### config.mk
export PLATFORM = sky130hd
export DESIGN_NAME = hs_detect_multi_flat
export DESIGN_NICKNAME = d
export VERILOG_FILES = /design/src/rtl/hs_detect_multi_if.sv /design/src/rtl/hs_detect_multi.sv /design/src/flat_wrapper.sv
export SDC_FILE = /design/constraint.sdc
export NUM_CORES = 1
export LEC_CHECK = 0
export CAP_MARGIN = 20
export CORE_AREA = 2 2 87 89
export DETAILED_ROUTE_END_ITERATION = 8
export DIE_AREA = 0 0 89 91
export PLACE_DENSITY_LB_ADDON = 0.2
export SLEW_MARGIN = 20
export SYNTH_ARGS = -nofsm -noshare
export SYNTH_HDL_FRONTEND = slang
export SYNTH_SLANG_ARGS = --single-unit
### constraint.sdc
create_clock -name clk -period 2 [get_ports clk]
set_input_delay 0.4 -clock clk [delete_from_list [all_inputs] [get_ports clk]]
set_output_delay 0.4 -clock clk [all_outputs]
set_load 0.05 [all_outputs]
### src/rtl/hs_detect_multi_if.sv
// LP line inputs, lane mask and HS status outputs of the multi-lane HS detector.
// master drives the LP lines and mask; slave is the detector.
interface hs_detect_multi_if #(
   parameter int LANES = 4
);
   logic [LANES-1:0] lp_p;
   logic [LANES-1:0] lp_n;
   logic [LANES-1:0] lane_mask;
   logic [LANES-1:0] hs_en;
   logic [LANES-1:0] hs_start;
   logic [LANES-1:0] hs_end;
   logic             all_hs_en;
   logic [LANES-1:0] lp_err;
   logic [LANES-1:0] esc_entry;

   modport master (
      output lp_p, lp_n, lane_mask,
      input  hs_en, hs_start, hs_end, all_hs_en, lp_err, esc_entry
   );

   modport slave (
      input  lp_p, lp_n, lane_mask,
      output hs_en, hs_start, hs_end, all_hs_en, lp_err, esc_entry
   );
endinterface

### src/rtl/hs_detect_multi.sv
// Multi-lane D-PHY LP-11 -> LP-01 -> LP-00 start-of-transmission detector with HS settle timing.
// Defining HS_DETECT_ESC_DETECT_EN adds LP-11 -> LP-10 -> LP-00 escape-entry detection.
module hs_detect_multi #(
   parameter int LANES         = 4,
   parameter int SYNC_STAGES   = 3,
   parameter int SETTLE_CYCLES = 2
) (
   input logic              clk,
   input logic              rst,
   hs_detect_multi_if.slave bus
);

   typedef enum logic [2:0] {
      ST_IDLE = 3'd0,
      ST_LP11 = 3'd1,
      ST_LP01 = 3'd2,
      ST_LP00 = 3'd3,
      ST_HS   = 3'd4,
      ST_LP10 = 3'd5
   } lane_state_t;

   localparam logic [7:0] SETTLE = 8'(SETTLE_CYCLES);

   logic [LANES-1:0][SYNC_STAGES-1:0] sync_p;
   logic [LANES-1:0][SYNC_STAGES-1:0] sync_n;
   logic [LANES-1:0][1:0]             lp_data;
   lane_state_t                       state [LANES];
   logic [7:0]                        cnt   [LANES];
   logic [LANES-1:0]                  ev_err;
   logic [LANES-1:0]                  ev_esc;
   logic [LANES-1:0]                  hs_next;
   logic [LANES-1:0]                  hs_en;
   logic [LANES-1:0]                  hs_start;
   logic [LANES-1:0]                  hs_end;
   logic [LANES-1:0]                  lp_err;
   logic [LANES-1:0]                  esc_entry;
   logic                              all_hs_en;

   always_comb begin
      lp_data = '0;
      hs_next = '0;
      for (int i = 0; i < LANES; i++) begin
         lp_data[i] = {sync_p[i][SYNC_STAGES-1], sync_n[i][SYNC_STAGES-1]};
         hs_next[i] = bus.lane_mask[i] && (state[i] == ST_HS);
      end
   end

   always_ff @(posedge clk) begin
      if (rst) begin
         sync_p <= '0;
         sync_n <= '0;
      end else begin
         for (int i = 0; i < LANES; i++) begin
            sync_p[i] <= {sync_p[i][SYNC_STAGES-2:0], bus.lp_p[i]};
            sync_n[i] <= {sync_n[i][SYNC_STAGES-2:0], bus.lp_n[i]};
         end
      end
   end

   // Per-lane sequence FSM; ev_err/ev_esc flag the transition and are presented one cycle later.
   always_ff @(posedge clk) begin
      if (rst) begin
         for (int i = 0; i < LANES; i++) begin
            state[i] <= ST_IDLE;
            cnt[i]   <= 8'd0;
         end
         ev_err <= '0;
         ev_esc <= '0;
      end else begin
         for (int i = 0; i < LANES; i++) begin
            ev_err[i] <= 1'b0;
            ev_esc[i] <= 1'b0;
            if (!bus.lane_mask[i]) begin
               state[i] <= ST_IDLE;
               cnt[i]   <= 8'd0;
            end else begin
               case (state[i])
                  ST_IDLE: begin
                     if (lp_data[i] == 2'b11) state[i] <= ST_LP11;
                     else                     state[i] <= ST_IDLE;
                  end
                  ST_LP11: begin
                     case (lp_data[i])
                        2'b11: state[i] <= ST_LP11;
                        2'b01: state[i] <= ST_LP01;
`ifdef HS_DETECT_ESC_DETECT_EN
                        2'b10: state[i] <= ST_LP10;
`else
                        2'b10: state[i] <= ST_IDLE;
`endif
                        default: begin
                           state[i]  <= ST_IDLE;
                           ev_err[i] <= 1'b1;
                        end
                     endcase
                  end
                  ST_LP01: begin
                     case (lp_data[i])
                        2'b01: state[i] <= ST_LP01;
                        2'b00: begin
                           state[i] <= ST_LP00;
                           cnt[i]   <= 8'd1;
                        end
                        default: begin
                           state[i]  <= ST_IDLE;
                           ev_err[i] <= 1'b1;
                        end
                     endcase
                  end
                  ST_LP00: begin
                     if (lp_data[i] != 2'b00) begin
                        state[i]  <= ST_IDLE;
                        cnt[i]    <= 8'd0;
                        ev_err[i] <= 1'b1;
                     end else if (cnt[i] >= SETTLE) begin
                        state[i] <= ST_HS;
                        cnt[i]   <= 8'd0;
                     end else begin
                        cnt[i] <= (cnt[i] == 8'hFF) ? cnt[i] : cnt[i] + 8'd1;
                     end
                  end
                  ST_HS: begin
                     if (lp_data[i] == 2'b00) state[i] <= ST_HS;
                     else                     state[i] <= ST_IDLE;
                  end
`ifdef HS_DETECT_ESC_DETECT_EN
                  ST_LP10: begin
                     case (lp_data[i])
                        2'b10: state[i] <= ST_LP10;
                        2'b11: state[i] <= ST_LP11;
                        2'b00: begin
                           state[i]  <= ST_IDLE;
                           ev_esc[i] <= 1'b1;
                        end
                        default: begin
                           state[i]  <= ST_IDLE;
                           ev_err[i] <= 1'b1;
                        end
                     endcase
                  end
`endif
                  default: begin
                     state[i] <= ST_IDLE;
                     cnt[i]   <= 8'd0;
                  end
               endcase
            end
         end
      end
   end

   // Registered lane status; masking a lane silences its pulses, including the end pulse.
   always_ff @(posedge clk) begin
      if (rst) begin
         hs_en     <= '0;
         hs_start  <= '0;
         hs_end    <= '0;
         lp_err    <= '0;
         esc_entry <= '0;
         all_hs_en <= 1'b0;
      end else begin
         hs_en     <= hs_next;
         hs_start  <= hs_next & ~hs_en;
         hs_end    <= bus.lane_mask & ~hs_next & hs_en;
         lp_err    <= bus.lane_mask & ev_err;
         esc_entry <= bus.lane_mask & ev_esc;
         all_hs_en <= (|bus.lane_mask) && (&(hs_en | ~bus.lane_mask));
      end
   end

   assign bus.hs_en     = hs_en;
   assign bus.hs_start  = hs_start;
   assign bus.hs_end    = hs_end;
   assign bus.lp_err    = lp_err;
   assign bus.esc_entry = esc_entry;
   assign bus.all_hs_en = all_hs_en;

endmodule
### src/flat_wrapper.sv
// flat-port wrapper written by rule: the top's interface ports become plain ports
module hs_detect_multi_flat 
#(
   parameter int LANES         = 4,
   parameter int SYNC_STAGES   = 3,
   parameter int SETTLE_CYCLES = 2
)
  (clk, rst, bus_lp_p, bus_lp_n, bus_lane_mask, bus_hs_en, bus_hs_start, bus_hs_end, bus_all_hs_en, bus_lp_err, bus_esc_entry);
  hs_detect_multi_if #(.LANES(LANES)) bus_i ();
  input logic clk;
  input logic rst;
  input wire logic [$bits(bus_i.lp_p)-1:0] bus_lp_p;
  input wire logic [$bits(bus_i.lp_n)-1:0] bus_lp_n;
  input wire logic [$bits(bus_i.lane_mask)-1:0] bus_lane_mask;
  output wire logic [$bits(bus_i.hs_en)-1:0] bus_hs_en;
  output wire logic [$bits(bus_i.hs_start)-1:0] bus_hs_start;
  output wire logic [$bits(bus_i.hs_end)-1:0] bus_hs_end;
  output wire logic [$bits(bus_i.all_hs_en)-1:0] bus_all_hs_en;
  output wire logic [$bits(bus_i.lp_err)-1:0] bus_lp_err;
  output wire logic [$bits(bus_i.esc_entry)-1:0] bus_esc_entry;
  assign bus_i.lp_p = bus_lp_p;
  assign bus_i.lp_n = bus_lp_n;
  assign bus_i.lane_mask = bus_lane_mask;
  assign bus_hs_en = bus_i.hs_en;
  assign bus_hs_start = bus_i.hs_start;
  assign bus_hs_end = bus_i.hs_end;
  assign bus_all_hs_en = bus_i.all_hs_en;
  assign bus_lp_err = bus_i.lp_err;
  assign bus_esc_entry = bus_i.esc_entry;
  hs_detect_multi #(.LANES(LANES), .SYNC_STAGES(SYNC_STAGES), .SETTLE_CYCLES(SETTLE_CYCLES)) u_core (.clk(clk), .rst(rst), .bus(bus_i));
endmodule
==> run metrics <==
reg2reg path depth=4; ys async rst share=0%; pin count of the biggest net entering global routing=23; WHS Path Cells=1; post-layout min period=between 1.5 and 2 ns; global route total overflow=0; YS warnings=0; worst path cell trace=ha_1 > nor4_2 > nand2_1 > or3_1; vias per inst=4.82; Layout Nets=about 390; filler instances=603; adder and majority gate portion of the synthesized area=around 2.8%; Clock Sinks=89; worst slew pin tran=between 0.5 and 0.6 ns; Detail Route Antenna Nets=0; DP Area=slightly above 0.004 mm^2; Top Layer Used=met4; TritonCTS clock tree=built; TNS Setup=0 ns; clock transition at the registers of the reported paths=0.09 ns; Worst path top cell family by delay=simple AND/OR/NAND/NOR gates; Layout Area Growth over Synthesis=21.5%; Max H-tree Level=3; CTS Buf Count=9; Slew HR=around two thirds; Worst Path Arrival=roughly 2.1 ns; critical path's slowest cell=edfxtp_1; diode count=0; die width=~89 um; final wirelength=5540 um; initial antenna violation count=0; crit path launch type=register; FF/Latch Area=between 0.002 and 0.0025 mm^2; largest family of logic cells by synthesized area=simple AND/OR/NAND/NOR gates; area leader, netlist=edfxtp_1; # Post-CTS Setup Buffers=0; maximum vdd drop=about 0.34 mV; Buffers on Ports=30; Hold Path Class=reg2reg; Initial Util=a little under 50%; Clock Path Buffers=2; Post-Synth XOR/XNOR Area=less than 1%; global-route usage over all layers=between 10% and 20%; synthesized area per cell=roughly 12 um^2; Synth cell types=43; DRT met1 WL=2610 um; area of the multi-input gates=approximately 0.0013 mm^2; static leakage=between 1.5 and 2 nW; fin crit share=between 90 and 100%; Post-route DRC=0; Post-synth EDFFs=between 40 and 50; Max Slew Vio Count=0; cells after synthesis=297; WP data required=roughly 2.1 ns; status=finished, final reports clean; Clock Skews=about 0.009 ns; fraction of layout cells with a size suffix above 1=12.0%; Core Region=~0.007 mm^2; Mapped Area=roughly 0.0035 mm^2; fin area=approximately 0.0043 mm^2; top post-synthesis cells by area=edfxtp_1 37%, dfxtp_1 25%, nor2b_1 6.5%; die height=roughly 91 um; top cell type's share of synthesized area=37.4%; stages on the worst setup path=4; Final Hold Fails=0; fmax=between 500 and 600 MHz; CP max FO=3; Layout Utilization=60.2%; pwr dens=slightly below 800 mW/mm^2; die area=approximately 0.0081 mm^2; Max-cap violations=0; vias in the first global route=2168; Detailed Place HPWL=~4000 um; GPL Wtd Cong=0.790; CP peak stage delay=~0.48 ns; WL met3=between 200 and 250 um; simple-gate share of the synthesized area=around a quarter; synthesized flop and latch total=89; DRT Pass-1 Iters=4; CTS root buf=clkbuf_8; Most used DFF post-synth=dfxtp_1; mux contribution to synthesized area=0%; Avg WL per Cell=approximately 12 um; compound-gate portion of the synthesized area=a little over 6%; clock insertion delay at the later pin of the skew report=0.35 ns; Final setup viols=0; Top Ports=35; first-iteration detailed-routing DRC count=70; via count=2251; crit path kind=reg2reg; Rows=31; CP Capture Type=register; CP bufs+invs=0; first-pass GRT wire length=9430 um; Seq/Total Area, Yosys=approximately 63%; met2 WL=approximately 2600 um
==> layout make-up <==
cell class	count	area share (%)
flip-flops and latches	89	51.7
multi-input cells	211	30.5
repair buffers	43	9.67
clock buffers	11	3.52
well taps	99	2.88
clock inverters	5	0.874
inverters	9	0.786
==> state kept, by name, summed over array words and instances (netlist names) <==
| signal | count |
|---|---|
| u_core.bus.all_hs_en | 1 |
| u_core.bus.hs_en | 4 |
| u_core.bus.hs_end | 4 |
| u_core.bus.hs_start | 4 |
| u_core.bus.lp_err | 4 |
| u_core.cnt | 32 |
| u_core.ev_err | 4 |
| u_core.lp_data | 8 |
| u_core.state | 12 |
| u_core.sync_n | 8 |
| u_core.sync_p | 8 |
==> worst reg2reg max path: stages (launching register included) <==
cell and delay, ns:
edfxtp_1 0.48, ha_1 0.24, nor4_2 0.39, nand2_1 0.16, or3_1 0.43
==> cell usage after synthesis (all sizes together), types with 3 or more instances <==
| library cell | count |
|---|---|
| a21oi | 14 |
| a22oi | 6 |
| and2 | 10 |
| and3 | 4 |
| buf | 8 |
| clkbuf | 3 |
| dfxtp | 45 |
| edfxtp | 44 |
| ha | 8 |
| inv | 9 |
| nand2 | 13 |
| nand2b | 7 |
| nand3 | 10 |
| nand4 | 3 |
| nor2 | 19 |
| nor2b | 37 |
| nor3 | 13 |
| nor4 | 11 |
| nor4b | 5 |
| o21ai | 9 |
| xnor2 | 3 |
==> final timing paths <==
check | from | to | slack, ns
worst max-delay path | u_core.cnt[0][9]$_SDFFCE_PP0P_ | u_core.state[1][1]$_SDFFCE_PP0P_ | 0.05
worst min-delay path | u_core.ev_err[1]$_SDFF_PP0_ | u_core.bus.lp_err[1]$_SDFF_PP0_ | 0.42
worst max register to register | u_core.cnt[0][9]$_SDFFCE_PP0P_ | u_core.state[1][1]$_SDFFCE_PP0P_ | 0.05
worst min register to register | u_core.ev_err[1]$_SDFF_PP0_ | u_core.bus.lp_err[1]$_SDFF_PP0_ | 0.42
==> through the flow <==
stage          cells  power (mW)  hold WS [ns]  worst slack (ns)
6_report         467        3.33         0.424            0.0472
3_3_place_gp     451        2.22         0.408         -0.000129
4_1_cts          467        3.36         0.422          0.000449
5_1_grt          467        3.47         0.449           -0.0570
3_5_place_dp     451        2.22         0.411           -0.0163
2_1_floorplan    320        2.15         0.406             0.147
==> power breakdown <==
group / switching (mW) / internal (mW) / total [mW]
clock: 0.616 / 0.527 / 1.14
sequential: 0.0306 / 1.97 / 2.00
combinational: 0.0991 / 0.0856 / 0.185
==> per-layer routing <==
| layer | GRT usage [%] | vias up |
|---|---|---|
| li1 | - | 1169 |
| met1 | 19.4 | 1041 |
| met2 | 23.6 | 37 |
| met3 | 4.45 | 4 |
| met4 | 5.97 | 0 |
| met5 | 0 | - |
==> cell families after synthesis <==
kind of cell / after synthesis
flops: 89
buf+inv: 20
compound gates: 36
xor+xnor: 4
fa+ha+maj: 8
other cells: 1
simple gates: 139
==> timing repair <==
| item | 4_1_cts | 5_1_grt |
|---|---|---|
| setup endpoints to repair | 0 | 11 |
| resized for setup | 0 | 5 |
| hold buffers | 0 | 0 |
==> layout by cell type (no fill, tap or decap), drive strengths merged, types with 11 or more instances in the layout <==
cell type      count
nor3              13
clkdlybuf4s50     26
nor2b             37
a21oi             14
nor4              11
inv               11
edfxtp            44
clkbuf            11
buf               14
nor2              19
conb              24
nand2             13
dfxtp             45
No activity file was read; power rests on OpenSTA's default activity.
